## src/rtl/mm_job_scheduler_if.sv

```systemverilog
// Signal bundle around mm_job_scheduler: requester handshake, completion,
// status, the attached matrix multiplier and the shared BRAM port.
interface mm_job_scheduler_if #(
    parameter int L_RAM_SIZE = 3,
    parameter int BITWIDTH   = 32,
    parameter int ADDR_W     = 12
);
    localparam int LA_W = 2 * L_RAM_SIZE + 1;

    logic [1:0]          req_valid;
    logic [2*ADDR_W-1:0] req_base;
    logic [1:0]          req_ready;
    logic [1:0]          cpl_valid;
    logic                cpl_err;
    logic                busy;
    logic [15:0]         jobs_done;

    logic                mm_start;
    logic                mm_reset;
    logic                mm_done;
    logic [LA_W-1:0]     mm_rdaddr;
    logic [LA_W-1:0]     mm_wraddr;
    logic                mm_we;
    logic [BITWIDTH-1:0] mm_wrdata;
    logic [BITWIDTH-1:0] mm_rddata;

    logic [ADDR_W-1:0]   bram_addr;
    logic                bram_we;
    logic [BITWIDTH-1:0] bram_wdata;
    logic [BITWIDTH-1:0] bram_rdata;

    // Scheduler side.
    modport slave (
        input  req_valid, req_base, mm_done, mm_rdaddr, mm_wraddr, mm_we,
               mm_wrdata, bram_rdata,
        output req_ready, cpl_valid, cpl_err, busy, jobs_done, mm_start,
               mm_reset, mm_rddata, bram_addr, bram_we, bram_wdata
    );

    // Environment side: requesters, multiplier and BRAM.
    modport master (
        output req_valid, req_base, mm_done, mm_rdaddr, mm_wraddr, mm_we,
               mm_wrdata, bram_rdata,
        input  req_ready, cpl_valid, cpl_err, busy, jobs_done, mm_start,
               mm_reset, mm_rddata, bram_addr, bram_we, bram_wdata
    );
endinterface

```

## src/rtl/mm_job_scheduler.sv

```systemverilog
// Two-requester round-robin job scheduler for a matrix multiplier sharing a BRAM:
// grants a job, relocates the multiplier's local addresses by the job base, aborts on timeout.
module mm_job_scheduler #(
    parameter int L_RAM_SIZE = 3,
    parameter int BITWIDTH   = 32,
    parameter int ADDR_W     = 12,
    parameter int TIMEOUT    = 4096
) (
    input  logic              clk,
    input  logic              reset,
    mm_job_scheduler_if.slave bus
);
    localparam int          LA_W    = 2 * L_RAM_SIZE + 1;
    localparam logic [15:0] TO_LAST = 16'(TIMEOUT - 1);

    typedef enum logic [2:0] {
        S_IDLE,
        S_START,
        S_RUN,
        S_CPL,
        S_ABORT
    } state_e;

    state_e            state_q, state_d;
    logic              last_grant_q, last_grant_d;
    logic [ADDR_W-1:0] base_q, base_d;
    logic [15:0]       cnt_q, cnt_d;
    logic [15:0]       jobs_done_q, jobs_done_d;
    logic              err_q, err_d;
    logic              abort_ph_q, abort_ph_d;

    logic              grant_en;
    logic              grant_idx;
    logic [1:0]        req_ready;
    logic [1:0]        cpl_valid;
    logic              cpl_err;
    logic              mm_start;
    logic              abort_rst;
    logic              in_run;
    logic [LA_W-1:0]   local_addr;

    always_ff @(posedge clk or posedge reset) begin
        if (reset) begin
            state_q      <= S_IDLE;
            last_grant_q <= 1'b1;
            base_q       <= '0;
            cnt_q        <= '0;
            jobs_done_q  <= '0;
            err_q        <= 1'b0;
            abort_ph_q   <= 1'b0;
        end else begin
            state_q      <= state_d;
            last_grant_q <= last_grant_d;
            base_q       <= base_d;
            cnt_q        <= cnt_d;
            jobs_done_q  <= jobs_done_d;
            err_q        <= err_d;
            abort_ph_q   <= abort_ph_d;
        end
    end

    // On a tie the requester that did not win last time is served.
    always_comb begin
        grant_idx = bus.req_valid[1];
        if (bus.req_valid == 2'b11) begin
            grant_idx = ~last_grant_q;
        end
    end

    // mm_done still high means the previous job's done pulse has not ended yet.
    assign grant_en = (state_q == S_IDLE) && !bus.mm_done && (|bus.req_valid) && !reset;

    always_comb begin
        state_d      = state_q;
        last_grant_d = last_grant_q;
        base_d       = base_q;
        cnt_d        = cnt_q;
        jobs_done_d  = jobs_done_q;
        err_d        = err_q;
        abort_ph_d   = abort_ph_q;
        req_ready    = 2'b00;
        cpl_valid    = 2'b00;
        cpl_err      = 1'b0;
        mm_start     = 1'b0;
        abort_rst    = 1'b0;
        unique case (state_q)
            S_IDLE: begin
                if (grant_en) begin
                    req_ready[grant_idx] = 1'b1;
                    last_grant_d         = grant_idx;
                    base_d               = grant_idx ? bus.req_base[2*ADDR_W-1:ADDR_W]
                                                     : bus.req_base[ADDR_W-1:0];
                    state_d              = S_START;
                end
            end
            S_START: begin
                mm_start = 1'b1;
                cnt_d    = '0;
                err_d    = 1'b0;
                state_d  = S_RUN;
            end
            S_RUN: begin
                cnt_d = cnt_q + 16'd1;
                if (bus.mm_done) begin
                    state_d = S_CPL;
                end else if (cnt_q == TO_LAST) begin
                    err_d      = 1'b1;
                    abort_ph_d = 1'b0;
                    state_d    = S_ABORT;
                end
            end
            S_ABORT: begin
                abort_rst  = 1'b1;
                abort_ph_d = 1'b1;
                if (abort_ph_q) begin
                    state_d = S_CPL;
                end
            end
            S_CPL: begin
                cpl_valid[last_grant_q] = 1'b1;
                cpl_err                 = err_q;
                if (!err_q) begin
                    jobs_done_d = jobs_done_q + 16'd1;
                end
                state_d = S_IDLE;
            end
            default: state_d = S_IDLE;
        endcase
    end

    // BRAM relocation is purely combinational so the multiplier sees no extra latency.
    assign in_run     = (state_q == S_RUN);
    assign local_addr = bus.mm_we ? bus.mm_wraddr : bus.mm_rdaddr;

    assign bus.bram_addr  = in_run ? (base_q + ADDR_W'(local_addr)) : '0;
    assign bus.bram_we    = in_run && bus.mm_we;
    assign bus.bram_wdata = in_run ? bus.mm_wrdata : {BITWIDTH{1'b0}};
    assign bus.mm_rddata  = in_run ? bus.bram_rdata : {BITWIDTH{1'b0}};

    assign bus.req_ready = req_ready;
    assign bus.cpl_valid = cpl_valid;
    assign bus.cpl_err   = cpl_err;
    assign bus.busy      = (state_q != S_IDLE);
    assign bus.jobs_done = jobs_done_q;
    assign bus.mm_start  = mm_start;
    assign bus.mm_reset  = reset || abort_rst;
endmodule
```

## src/flat_wrapper.sv

```systemverilog
// flat-port wrapper written by rule: the top's interface ports become plain ports
module mm_job_scheduler_flat 
#(
    parameter int L_RAM_SIZE = 3,
    parameter int BITWIDTH   = 32,
    parameter int ADDR_W     = 12,
    parameter int TIMEOUT    = 4096
)
  (clk, reset, bus_req_valid, bus_req_base, bus_mm_done, bus_mm_rdaddr, bus_mm_wraddr, bus_mm_we, bus_mm_wrdata, bus_bram_rdata, bus_req_ready, bus_cpl_valid, bus_cpl_err, bus_busy, bus_jobs_done, bus_mm_start, bus_mm_reset, bus_mm_rddata, bus_bram_addr, bus_bram_we, bus_bram_wdata);
  mm_job_scheduler_if #(.L_RAM_SIZE(L_RAM_SIZE), .BITWIDTH(BITWIDTH), .ADDR_W(ADDR_W)) bus_i ();
  input  logic clk;
  input  logic reset;
  input wire logic [$bits(bus_i.req_valid)-1:0] bus_req_valid;
  input wire logic [$bits(bus_i.req_base)-1:0] bus_req_base;
  input wire logic [$bits(bus_i.mm_done)-1:0] bus_mm_done;
  input wire logic [$bits(bus_i.mm_rdaddr)-1:0] bus_mm_rdaddr;
  input wire logic [$bits(bus_i.mm_wraddr)-1:0] bus_mm_wraddr;
  input wire logic [$bits(bus_i.mm_we)-1:0] bus_mm_we;
  input wire logic [$bits(bus_i.mm_wrdata)-1:0] bus_mm_wrdata;
  input wire logic [$bits(bus_i.bram_rdata)-1:0] bus_bram_rdata;
  output wire logic [$bits(bus_i.req_ready)-1:0] bus_req_ready;
  output wire logic [$bits(bus_i.cpl_valid)-1:0] bus_cpl_valid;
  output wire logic [$bits(bus_i.cpl_err)-1:0] bus_cpl_err;
  output wire logic [$bits(bus_i.busy)-1:0] bus_busy;
  output wire logic [$bits(bus_i.jobs_done)-1:0] bus_jobs_done;
  output wire logic [$bits(bus_i.mm_start)-1:0] bus_mm_start;
  output wire logic [$bits(bus_i.mm_reset)-1:0] bus_mm_reset;
  output wire logic [$bits(bus_i.mm_rddata)-1:0] bus_mm_rddata;
  output wire logic [$bits(bus_i.bram_addr)-1:0] bus_bram_addr;
  output wire logic [$bits(bus_i.bram_we)-1:0] bus_bram_we;
  output wire logic [$bits(bus_i.bram_wdata)-1:0] bus_bram_wdata;
  assign bus_i.req_valid = bus_req_valid;
  assign bus_i.req_base = bus_req_base;
  assign bus_i.mm_done = bus_mm_done;
  assign bus_i.mm_rdaddr = bus_mm_rdaddr;
  assign bus_i.mm_wraddr = bus_mm_wraddr;
  assign bus_i.mm_we = bus_mm_we;
  assign bus_i.mm_wrdata = bus_mm_wrdata;
  assign bus_i.bram_rdata = bus_bram_rdata;
  assign bus_req_ready = bus_i.req_ready;
  assign bus_cpl_valid = bus_i.cpl_valid;
  assign bus_cpl_err = bus_i.cpl_err;
  assign bus_busy = bus_i.busy;
  assign bus_jobs_done = bus_i.jobs_done;
  assign bus_mm_start = bus_i.mm_start;
  assign bus_mm_reset = bus_i.mm_reset;
  assign bus_mm_rddata = bus_i.mm_rddata;
  assign bus_bram_addr = bus_i.bram_addr;
  assign bus_bram_we = bus_i.bram_we;
  assign bus_bram_wdata = bus_i.bram_wdata;
  mm_job_scheduler #(.L_RAM_SIZE(L_RAM_SIZE), .BITWIDTH(BITWIDTH), .ADDR_W(ADDR_W), .TIMEOUT(TIMEOUT)) u_core (.clk(clk), .reset(reset), .bus(bus_i));
endmodule
```

## config.mk

```make
export PLATFORM = sky130hd
export DESIGN_NAME = mm_job_scheduler_flat
export DESIGN_NICKNAME = d
export VERILOG_FILES = /design/src/rtl/mm_job_scheduler_if.sv /design/src/rtl/mm_job_scheduler.sv /design/src/flat_wrapper.sv
export SDC_FILE = /design/constraint.sdc
export NUM_CORES = 1
export LEC_CHECK = 0
export BUFFER_PORTS_ARGS = -buffer_cell sky130_fd_sc_hd__buf_2
export CAP_MARGIN = 25
export CORE_UTILIZATION = 48
export CTS_BUF_LIST = sky130_fd_sc_hd__clkbuf_2 sky130_fd_sc_hd__clkbuf_4 sky130_fd_sc_hd__clkbuf_8
export DETAILED_ROUTE_END_ITERATION = 16
export PLACE_DENSITY = 0.95
export SLEW_MARGIN = 10
export SYNTH_ARGS = -nofsm -noshare
export SYNTH_HDL_FRONTEND = slang
export SYNTH_SLANG_ARGS = --single-unit
```

## constraint.sdc

```tcl
create_clock -name clk -period 5.6 [get_ports clk]
set_clock_uncertainty 0.1 [all_clocks]
set_input_delay 0.28 -clock clk [delete_from_list [all_inputs] [get_ports clk]]
set_output_delay 0.28 -clock clk [all_outputs]
set_load 0.01 [all_outputs]
```

==> results of run 1 <==
-- placed cells by master, fill, tap and decap left out, types with 2 or more instances in the layout --
master / instances
a211oi_1: 2
a21o_1: 5
a21oi_1: 13
a22o_1: 2
a31oi_1: 2
and2_1: 69
and3_1: 7
and4_1: 4
buf_2: 208
buf_4: 2
clkbuf_8: 7
dfrtp_1: 49
ha_1: 9
inv_1: 5
mux2_2: 7
mux2i_1: 19
nand2_1: 41
nand2b_1: 2
nand3_1: 11
nand4_1: 9
nor2_1: 18
nor2b_1: 2
nor4_1: 2
o211ai_1: 6
o21ai_0: 13
o21ai_1: 5
o21ai_2: 7
o311ai_0: 2
o31ai_1: 2
o41ai_1: 3
or3_1: 2
xnor2_1: 12
xor2_1: 8
-- flip-flops by register name, indices dropped and copies added, names as in the netlist --
| register | cells |
|---|---|
| u_core.err_q | 1 |
| u_core.state_q | 3 |
| u_core.base_q | 12 |
| u_core.last_grant_q | 1 |
| u_core.cnt_q | 16 |
| u_core.bus.jobs_done | 16 |
| u_core.abort_ph_q | 1 |
-- worst register-to-register path, cell delays in order, from the launching register on --
cell and delay, ns:
dfrtp_1 0.55, nor3b_4 0.24, buf_4 0.51, nand4_2 0.32, o311ai_0 0.38, o41ai_1 0.13
-- area by class of cell --
cell class / count / area [µm²]
Sequential cell: 50 / 1250
Clock buffer: 7 / 96.3
Fill cell: 538 / 2190
Multi-Input combinational cell: 302 / 2040
Inverter: 6 / 22.5
Clock inverter: 1 / 8.76
Tap cell: 96 / 120
Timing Repair Buffer: 213 / 1100
-- per-stage QoR --
stage               hold slack (ns)  setup WS [ns]  util (%)
finish                        0.154           2.82      67.9
global route                  0.153           2.62      67.9
CTS                           0.151           2.83      67.2
detailed placement            0.363           2.84      65.7
global placement              0.352           2.93      65.7
floorplan                     0.336           2.96         -
-- repair_timing --
item,4_1_cts,5_1_grt
hold buffers,0,1
resized for setup,0,0
hold endpoints to repair,0,14
buffers inserted,0,0
-- worst paths after layout --
kind | startpoint | end | cells after the start | slack (ns)
hold / removal | bus_req_base[10] | u_core.base_q[10] | 3 | 0.15
max in group asynchronous | reset | u_core.last_grant_q | 4 | 4.42
hold reg to reg | u_core.bus.jobs_done[15] | u_core.bus.jobs_done[15] | 1 | 0.38
min in group asynchronous | reset | u_core.bus.jobs_done[7] | 3 | 0.42
setup reg to reg | u_core.state_q[1] | u_core.cnt_q[11] | 5 | 3.26
setup / recovery | bus_mm_we | bus_bram_addr[8] | 9 | 2.82
-- metal layers --
layer,wire length (µm),vias to the layer above
met5,0,-
met4,138,0
met3,754,14
met2,5390,194
met1,3950,1745
li1,-,1713
-- where the power goes --
group | switching [mW] | leakage (nW) | internal [mW]
combinational | 0.566 | 1.88 | 0.436
sequential | 0.111 | 0.660 | 0.443
clock | 0.121 | 0.0544 | 0.113
total | 0.798 | 2.60 | 0.993
-- kinds of logic after synthesis --
group / count (synthesis) / synth area share, %
buffers and inverters: 25 / 3.60
AND/OR/NAND/NOR: 181 / 30.2
XOR/XNOR: 20 / 5.14
adder cells (fa/ha/maj): 10 / 3.89
flip-flops: 50 / 36.7
AO/OA/AOI/OAI: 65 / 12.5
multiplexers: 26 / 7.89
==> results.md, run 1 <==
* Status: finished clean
* Routed WL at 10200 µm
* Least-Margin Pin Slew at 0.580 ns
* Crit path capture type: output port
* Placed cells at 664
* Synthesized cell area at 0.00341 mm²
* Core ar. at 0.00683 mm²
* Crit path DAT at 2.40 ns
* P&R area growth vs syn at 36.1%
* Initial antenna violation count at 0
* Placed cell areas at 0.00449 mm²
* PortBufs at 208
* Drt pass-1 iters at 5
* Met3 usage at 4.67%
* Syn nets at 495
* Endpoints failing setup at 0
* Nets at 696
* Largest delay share family, worst path: compound AO/OA/AOI/OAI gates
* Half-perimeter wire length after placement at 7970 µm
* CTS tree: built
* CTS Buffer Depth at 2
* Post-synth top cells: and2_1, dfrtp_1, nand2_1, mux2i_1, nor2_1
* Post-synth ARST share at 100%
* Leakage at 2.60 nW
* CP startpoint kind: input port
* Initial drt markers at 208
* Cell Chain, Critical Path: buf_2 > mux2_2 > ha_1 > fa_1 > a211oi_1 > o211a_1 > o21ai_0 > a21oi_1 > buf_2
* Most frequent cell after synthesis: and2_1
* GRT overflow at 0
* Routed vias/inst at 5.43
* Yosys top cell by area: dfrtp_1
* Flop and latch count out of synthesis at 50
* Final std cell area, no fill at 0.00464 mm²
* Wirelength per Cell at 15.2 µm
* Post-synth cell types at 53
* Final non-filler cell total at 675
* Final hold viol count at 0
* Antenna viol nets, final at 0
* # DRC at 0
* Pin count of the biggest net entering global routing at 81
* Die X-Extent at 86.3 µm
* Top post-synthesis cells by area: dfrtp_1, and2_1, mux2i_1, nand2_1, ha_1
* First-pass GRT wire length at 15900 µm
* Top-level port count at 209
* Critical path class: input port to output port
* Hold crit path type: input port to register
* Slew headroom at 61.3%
* Final GP Congestion at 1.04
* Antenna diodes at 0
* Setup TNS at 0 ns
* Peak VDD IR at 0.209 mV
* Die Span Y at 86.3 µm
* Number of global-route vias before repair at 3375
* Required time of the critical path at 5.22 ns
* EDFF count, synth at 0
* Critical-path maximum fanout at 8
* CP Buf/Inv Count at 2
* GR peak layer: met2
* Max stage delay on crit path at 0.44 ns
* Syn Inst Count at 377
* Final Power at 1.79 mW
* Share of cells above drive strength 1 at 42.0%
* Mean Syn Cell Area at 9.04 µm²
* Clock transition at path regs at 0.08 ns
* Crit share post-route at 49.6%
* Clk_lat worst skew at 0.30 ns
* Top cell type's share of synthesized area at 36.0%
* Synth warn at 0
* Cell type of the slowest stage on the worst timing path: fa_1
* Total die area at 0.00744 mm²
* Met1 Use GR at 33.3%
* Post-synth top flop: dfrtp_1
* Pins Over Slew Limit at 0
* Max-cap viol count at 0
* RSZ-0062 raised after global routing: no
* Global Route Usage Sum at 27.4%
* Htree depth at 2
* Cell mode on critical path: buf_2
* Root buf cell: clkbuf_8
* Num CTS Buffers at 5
* Met2 Use GR at 50.3%
* Num Clock Sinks at 50
* Routed vias at 3666
* Tmin final at 2.78 ns
* Starting Density at 49.9%
* Seq/Total Area, Yosys at 36.7%
* Row count at 30
* Pwr dens at 386 mW/mm²
* Highest Clock Rate at 360 MHz
(Power assumes the default switching activity.)
==> run 2, diff against run 1 <==
--- a/config.mk
+++ b/config.mk
@@ -7,10 +7,10 @@
 export LEC_CHECK = 0
 export BUFFER_PORTS_ARGS = -buffer_cell sky130_fd_sc_hd__buf_2
 export CAP_MARGIN = 25
-export CORE_UTILIZATION = 48
+export CORE_UTILIZATION = 45
 export CTS_BUF_LIST = sky130_fd_sc_hd__clkbuf_2 sky130_fd_sc_hd__clkbuf_4 sky130_fd_sc_hd__clkbuf_8
 export DETAILED_ROUTE_END_ITERATION = 16
-export PLACE_DENSITY = 0.95
+export PLACE_DENSITY = 0.94
 export SLEW_MARGIN = 10
 export SYNTH_ARGS = -nofsm -noshare
 export SYNTH_HDL_FRONTEND = slang
==> constraint.sdc (replaced) <==
create_clock -name clk -period 2.9 [get_ports clk]
set_clock_uncertainty 0.1 [all_clocks]
set_input_delay 0.145 -clock clk [delete_from_list [all_inputs] [get_ports clk]]
set_output_delay 0.145 -clock clk [all_outputs]
set_load 0.01 [all_outputs]
==> run 2 against run 1 <==
Clock power grew 120%. Wire length grew 1.9%. Count of clock-buffer cells in the layout shrank 1. Critical path type is now register to output port. Sequential share of layout area shrank 0.13 points. First-iteration DRC count shrank 28%. Design area grew 0.49%. Sequential power grew 90%. Final cell count grew 0.89%.
==> results.md, run 2 (same netlist as run 1, synthesis figures left out) <==
* CTS Buffer Depth at 2 (unchanged)
* Crit path capture type: output port
* Wirelength per Cell at 15.3 µm (+1.0%)
* Clk_lat worst skew at 0.31 ns (about the same)
* # DRC at 0 (unchanged)
* Required time of the critical path at 2.65 ns (-2.57 ns)
* Max-cap viol count at 0 (unchanged)
* First-pass GRT wire length at 15100 µm (-5.0%)
* Peak VDD IR at 0.389 mV (+86%)
* Nets at 698 (+0.29%)
* Pwr dens at 755 mW/mm² (+95%)
* Hold crit path type: input port to register
* R2r setup slk at 0.81 ns (-2.45 ns)
* Routed vias/inst at 5.29 (-2.5%)
* Setup WS pre-CTS at 0.352 ns (-2.49 ns)
* Root buf cell: clkbuf_8
* Global Route Usage Sum at 25.1% (-2.3 points)
* Met2 Use GR at 46.3% (-4.0 points)
* Least-Margin Pin Slew at 0.627 ns (+0.0472 ns)
* Met3 usage at 5.17% (+0.50 points)
* Most common cell after layout, fill and taps aside: buf_2
* Initial antenna violation count at 1 (+1)
* Share of cells above drive strength 1 at 41.7% (-0.24 points)
* Slew headroom at 58.1% (-3.2 points)
* Pins Over Slew Limit at 0 (unchanged)
* Tmin final at 2.66 ns
* Placed cells at 669 (+0.75%)
* Num Clock Sinks at 50 (unchanged)
* Resize count post-CTS at 0 (unchanged)
* Setup slack after layout at 0.245 ns (-2.58 ns)
* Endpoints failing setup at 0 (unchanged)
* CP startpoint kind: register
* Routed vias at 3605 (-1.7%)
* Row count at 31 (+3.3%)
* Half-perimeter wire length after placement at 8060 µm (+1.1%)
* Total die area at 0.00793 mm² (+6.5%)
* Antenna viol nets, final at 0 (unchanged)
* CTS tree: built
* RSZ-0062 raised after global routing: no
* Final GP Congestion at 0.985 (-5.3%)
* Htree depth at 2 (unchanged)
* Leakage at 2.61 nW (+0.35%)
* Crit path DAT at 2.41 ns (about the same)
* Die Span Y at 89.0 µm (+3.2%)
* Die X-Extent at 89.0 µm (+3.2%)
* Status: finished clean
* P&R area growth vs syn at 36.7%
* GRT overflow at 0 (unchanged)
* Num CTS Buffers at 5 (unchanged)
* Highest Clock Rate at 377 MHz
* Core ar. at 0.00729 mm² (+6.7%)
* Clock transition at path regs at 0.09 ns (about the same)
* Critical-path maximum fanout at 4 (-4)
* Met1 Use GR at 28.1% (-5.2 points)
* Pin count of the biggest net entering global routing at 51 (-37%)
* Routed WL at 10400 µm (+1.9%)
* Number of global-route vias before repair at 3297 (-2.3%)
* Critical path class: register to output port
* Final Power at 3.52 mW (+96%)
* Starting Density at 46.7% (-3.2 points)
* PortBufs at 208 (unchanged)
* GR peak layer: met2
* Initial drt markers at 149 (-28%)
* Setup TNS at 0 ns (unchanged)
* Top-level port count at 209 (unchanged)
* Drt pass-1 iters at 4 (-1)
* Most frequent cells in the layout: buf_2, and2_1, dfrtp_1
* Final hold viol count at 0 (unchanged)
* Crit share post-route at 91.6%
* Final non-filler cell total at 681 (+0.89%)
## run 2: path summary, 6_finish.rpt
check / startpoint / endpoint / cells after the start
worst max-delay path: u_core.base_q[0] / bus_bram_addr[10] / 7
worst min-delay path: bus_req_base[9] / u_core.base_q[9] / 3
worst max register to register: u_core.state_q[2] / u_core.bus.jobs_done[10] / 4
worst min register to register: u_core.bus.jobs_done[15] / u_core.bus.jobs_done[15] / 1
max in group asynchronous: reset / u_core.last_grant_q / 4
min in group asynchronous: reset / u_core.bus.jobs_done[5] / 3
## run 2: what timing repair did
| item | 4_1_cts | 5_1_grt |
|---|---|---|
| hold endpoints to repair | 1 | 10 |
| hold buffers | 1 | 1 |
| buffers inserted | 0 | 0 |
| setup endpoints to repair | 0 | 0 |
## run 2: critical path, cell delays in order (launching register included)
cell and delay [ns]:
dfrtp_1 0.41, ha_1 0.25, fa_1 0.45, a211oi_1 0.34, o211a_1 0.24, o21ai_0 0.11
a21oi_1 0.13, buf_2 0.15
## run 2: routing by layer
metal | part of all wire (%) | vias to the layer above | wire length (µm)
li1 | - | 1724 | -
met1 | 37 | 1688 | 3890
met2 | 54 | 159 | 5660
met3 | 5.1 | 34 | 527
met4 | 3.3 | 0 | 344
met5 | 0 | - | 0
## run 2: power breakdown
part,switching [mW],total (mW),internal [mW]
Combinational,1.11,1.96,0.851
Sequential,0.198,1.05,0.856
Clock,0.231,0.507,0.276
## run 2: layout make-up
class | instances | area [µm²]
fill | 610 | 2630
multi-input combinational | 302 | 2030
sequential | 50 | 1250
timing repair buffer | 215 | 1110
tap | 99 | 124
clock buffer | 6 | 82.6
clock inverter | 1 | 30.0
inverter | 6 | 22.5
antenna | 2 | 5.00
## run 2: through the flow
stage	util [%]	hold slack, ns	instance area [µm²]
finish	63.9	0.00874	4660
global route	63.9	0.0141	4660
CTS	63.4	0.0000448	4630
detailed placement	61.8	0.326	4500
global placement	61.8	0.318	4500
floorplan	-	0.201	3410
==> run 3, diff against run 2 <==
--- a/config.mk
+++ b/config.mk
@@ -10,7 +10,7 @@
 export CORE_UTILIZATION = 45
 export CTS_BUF_LIST = sky130_fd_sc_hd__clkbuf_2 sky130_fd_sc_hd__clkbuf_4 sky130_fd_sc_hd__clkbuf_8
 export DETAILED_ROUTE_END_ITERATION = 16
-export PLACE_DENSITY = 0.94
+export PLACE_DENSITY = 0.8
 export SLEW_MARGIN = 10
 export SYNTH_ARGS = -nofsm -noshare
 export SYNTH_HDL_FRONTEND = slang
==> run 3 against run 2 <==
Design area down 0.16%. Hold slack worse by 0.0020 ns. Critical path depth unchanged. Flip-flop and latch count unchanged. Register-to-register slack worse by 0.12 ns. Sequential share of layout area about the same. Sequential power about the same. Core utilization down 0.10 points.
==> results.md, run 3 (same netlist as run 1, synthesis figures left out) <==
* Status: finished clean
* Final hold viol count at 0 (unchanged)
* Htree depth at 2 (unchanged)
* Critical path class: register to output port
* Placed cells at 667 (-0.30%)
* Crit path capture type: output port
* Antenna viol nets, final at 0 (unchanged)
* P&R area growth vs syn at 36.5%
* PortBufs at 208 (unchanged)
* Drt pass-1 iters at 4 (unchanged)
* Max-cap viol count at 0 (unchanged)
* Cell Chain, Critical Path: ha_1 > fa_1 > a211oi_1 > o211a_1 > o21ai_0 > a21oi_1 > buf_2
* Tmin final at 2.61 ns (-0.0413 ns)
* Hold crit path type: input port to register
* CTS Buffer Depth at 2 (unchanged)
* Stages on the worst setup path at 7 (unchanged)
* Min Hold Slack at 0.00672 ns (-0.00202 ns)
* Initial antenna violation count at 1 (unchanged)
* Num CTS Buffers at 5 (unchanged)
* Die Span Y at 89.0 µm (unchanged)
* Core ar. at 0.00729 mm² (unchanged)
* Wirelength per Cell at 14.0 µm (-8.8%)
* Slew headroom at 37.3% (-21 points)
* Least-Margin Pin Slew at 0.935 ns (+0.308 ns)
* # DRC at 0 (unchanged)
* CP Buf/Inv Count at 1 (unchanged)
* Top-level port count at 209 (unchanged)
* Nets at 695 (-0.43%)
* Final GP Congestion at 0.925 (-6.2%)
* Post-CTS setup buffer count at 0 (unchanged)
* Area taken by multi-input logic gates at 0.00204 mm² (+0.18%)
* CP startpoint kind: register
* Initial drt markers at 144 (-3.4%)
* CTS tree: built
* Pins Over Slew Limit at 0 (unchanged)
* Number of global-route vias before repair at 3033 (-8.0%)
* Clk_lat worst skew at 0.30 ns (about the same)
* Most common cell after layout, fill and taps aside: buf_2
* Total area of sequential cells at 0.00125 mm² (unchanged)
* Starting Density at 46.7% (unchanged)
* Crit share post-route at 90.1% (-1.4 points)
* Total die area at 0.00793 mm² (unchanged)
* GRT overflow at 0 (unchanged)
* Root buf cell: clkbuf_8
* Highest Clock Rate at 383 MHz (+1.6%)
* Pin count of the biggest net entering global routing at 65 (+27%)
* RSZ-0062 raised after global routing: no
* Crit path DAT at 2.37 ns (-0.04 ns)
* Setup TNS at 0 ns (unchanged)
* Share of cells above drive strength 1 at 41.9% (+0.14 points)
* Routed WL at 9480 µm (-9.1%)
* Die X-Extent at 89.0 µm (unchanged)
* Leakage at 2.60 nW (-0.47%)
* Global Route Usage Sum at 22.7% (-2.4 points)
* Largest delay share family, worst path: compound AO/OA/AOI/OAI gates
* Critical-path maximum fanout at 4 (unchanged)
* Routed vias at 3463 (-3.9%)
* Peak VDD IR at 0.369 mV (-5.2%)
* Filler cell count in the final layout at 656 (+7.5%)
* Row count at 31 (unchanged)
* Required time of the critical path at 2.65 ns (about the same)
* Num Clock Sinks at 50 (unchanged)
* Final non-filler cell total at 679 (-0.29%)
* Most frequent cells in the layout: buf_2, and2_1, dfrtp_1
* First-pass GRT wire length at 13800 µm (-8.7%)
* Hold path cells at 3 (unchanged)
* Half-perimeter wire length after placement at 7660 µm (-5.0%)
* Pwr dens at 745 mW/mm² (-1.2%)
* Routed vias/inst at 5.10 (-3.7%)
* Cell type of the slowest stage on the worst timing path: fa_1
* Reg2reg path depth at 4 (unchanged)
* Clock transition at path regs at 0.09 ns (about the same)
* Endpoints failing setup at 0 (unchanged)
* Max stage delay on crit path at 0.43 ns (-0.02 ns)
-- run 3: metal layers --
metal / share of wire [%] / wire length [µm] / GRT usage, %
met5: 0 / 0 / 0
met2: 53 / 5050 / 42.2
met1: 40 / 3770 / 27.3
met3: 5.0 / 472 / 3.14
met4: 2.0 / 191 / 6.93
-- run 3: repair_timing --
item | CTS | global route
hold buffers | 0 | 1
hold endpoints to repair | 0 | 20
gates resized for setup | 0 | 0
-- run 3: report_power, final --
group | internal, mW | switching, mW | leakage (nW)
logic | 0.855 | 1.06 | 1.88
clock network | 0.267 | 0.236 | 0.0548
registers | 0.856 | 0.196 | 0.660
-- run 3: per-stage QoR --
step                power (mW)  area, µm²  setup slack [ns]  util [%]
finish                    3.47       4650             0.286      63.8
global route              3.76       4650             0.135      63.8
CTS                       3.48       4620             0.308      63.3
detailed placement        2.97       4500             0.381      61.8
global placement          2.93       4500             0.385      61.8
floorplan                 2.30       3410             0.530         -
-- run 3: worst reg2reg max path, delay by kind of cell, from the launching register on --
kind	cells	cell delay, ns
flip-flops	1	0.53
AND/OR/NAND/NOR	2	0.92
AO/OA/AOI/OAI	2	0.54
-- run 3: worst paths after layout --
check,start,to,slack [ns]
min reg2reg,u_core.bus.jobs_done[15],u_core.bus.jobs_done[15],0.37
min in group asynchronous,reset,u_core.bus.jobs_done[10],0.33
max reg2reg,u_core.state_q[1],u_core.cnt_q[11],0.69
min,bus_req_base[10],u_core.base_q[10],0.007
max,u_core.base_q[0],bus_bram_addr[10],0.29
max in group asynchronous,reset,u_core.cnt_q[9],1.85
-- run 3: layout make-up --
class | instances | area share (%)
timing repair buffer | 212 | 23.6
sequential | 50 | 26.9
inverter | 6 | 0.484
tap | 99 | 2.66
clock buffer | 6 | 1.64
clock inverter | 2 | 0.807
multi-input combinational | 302 | 43.8
antenna | 2 | 0.108
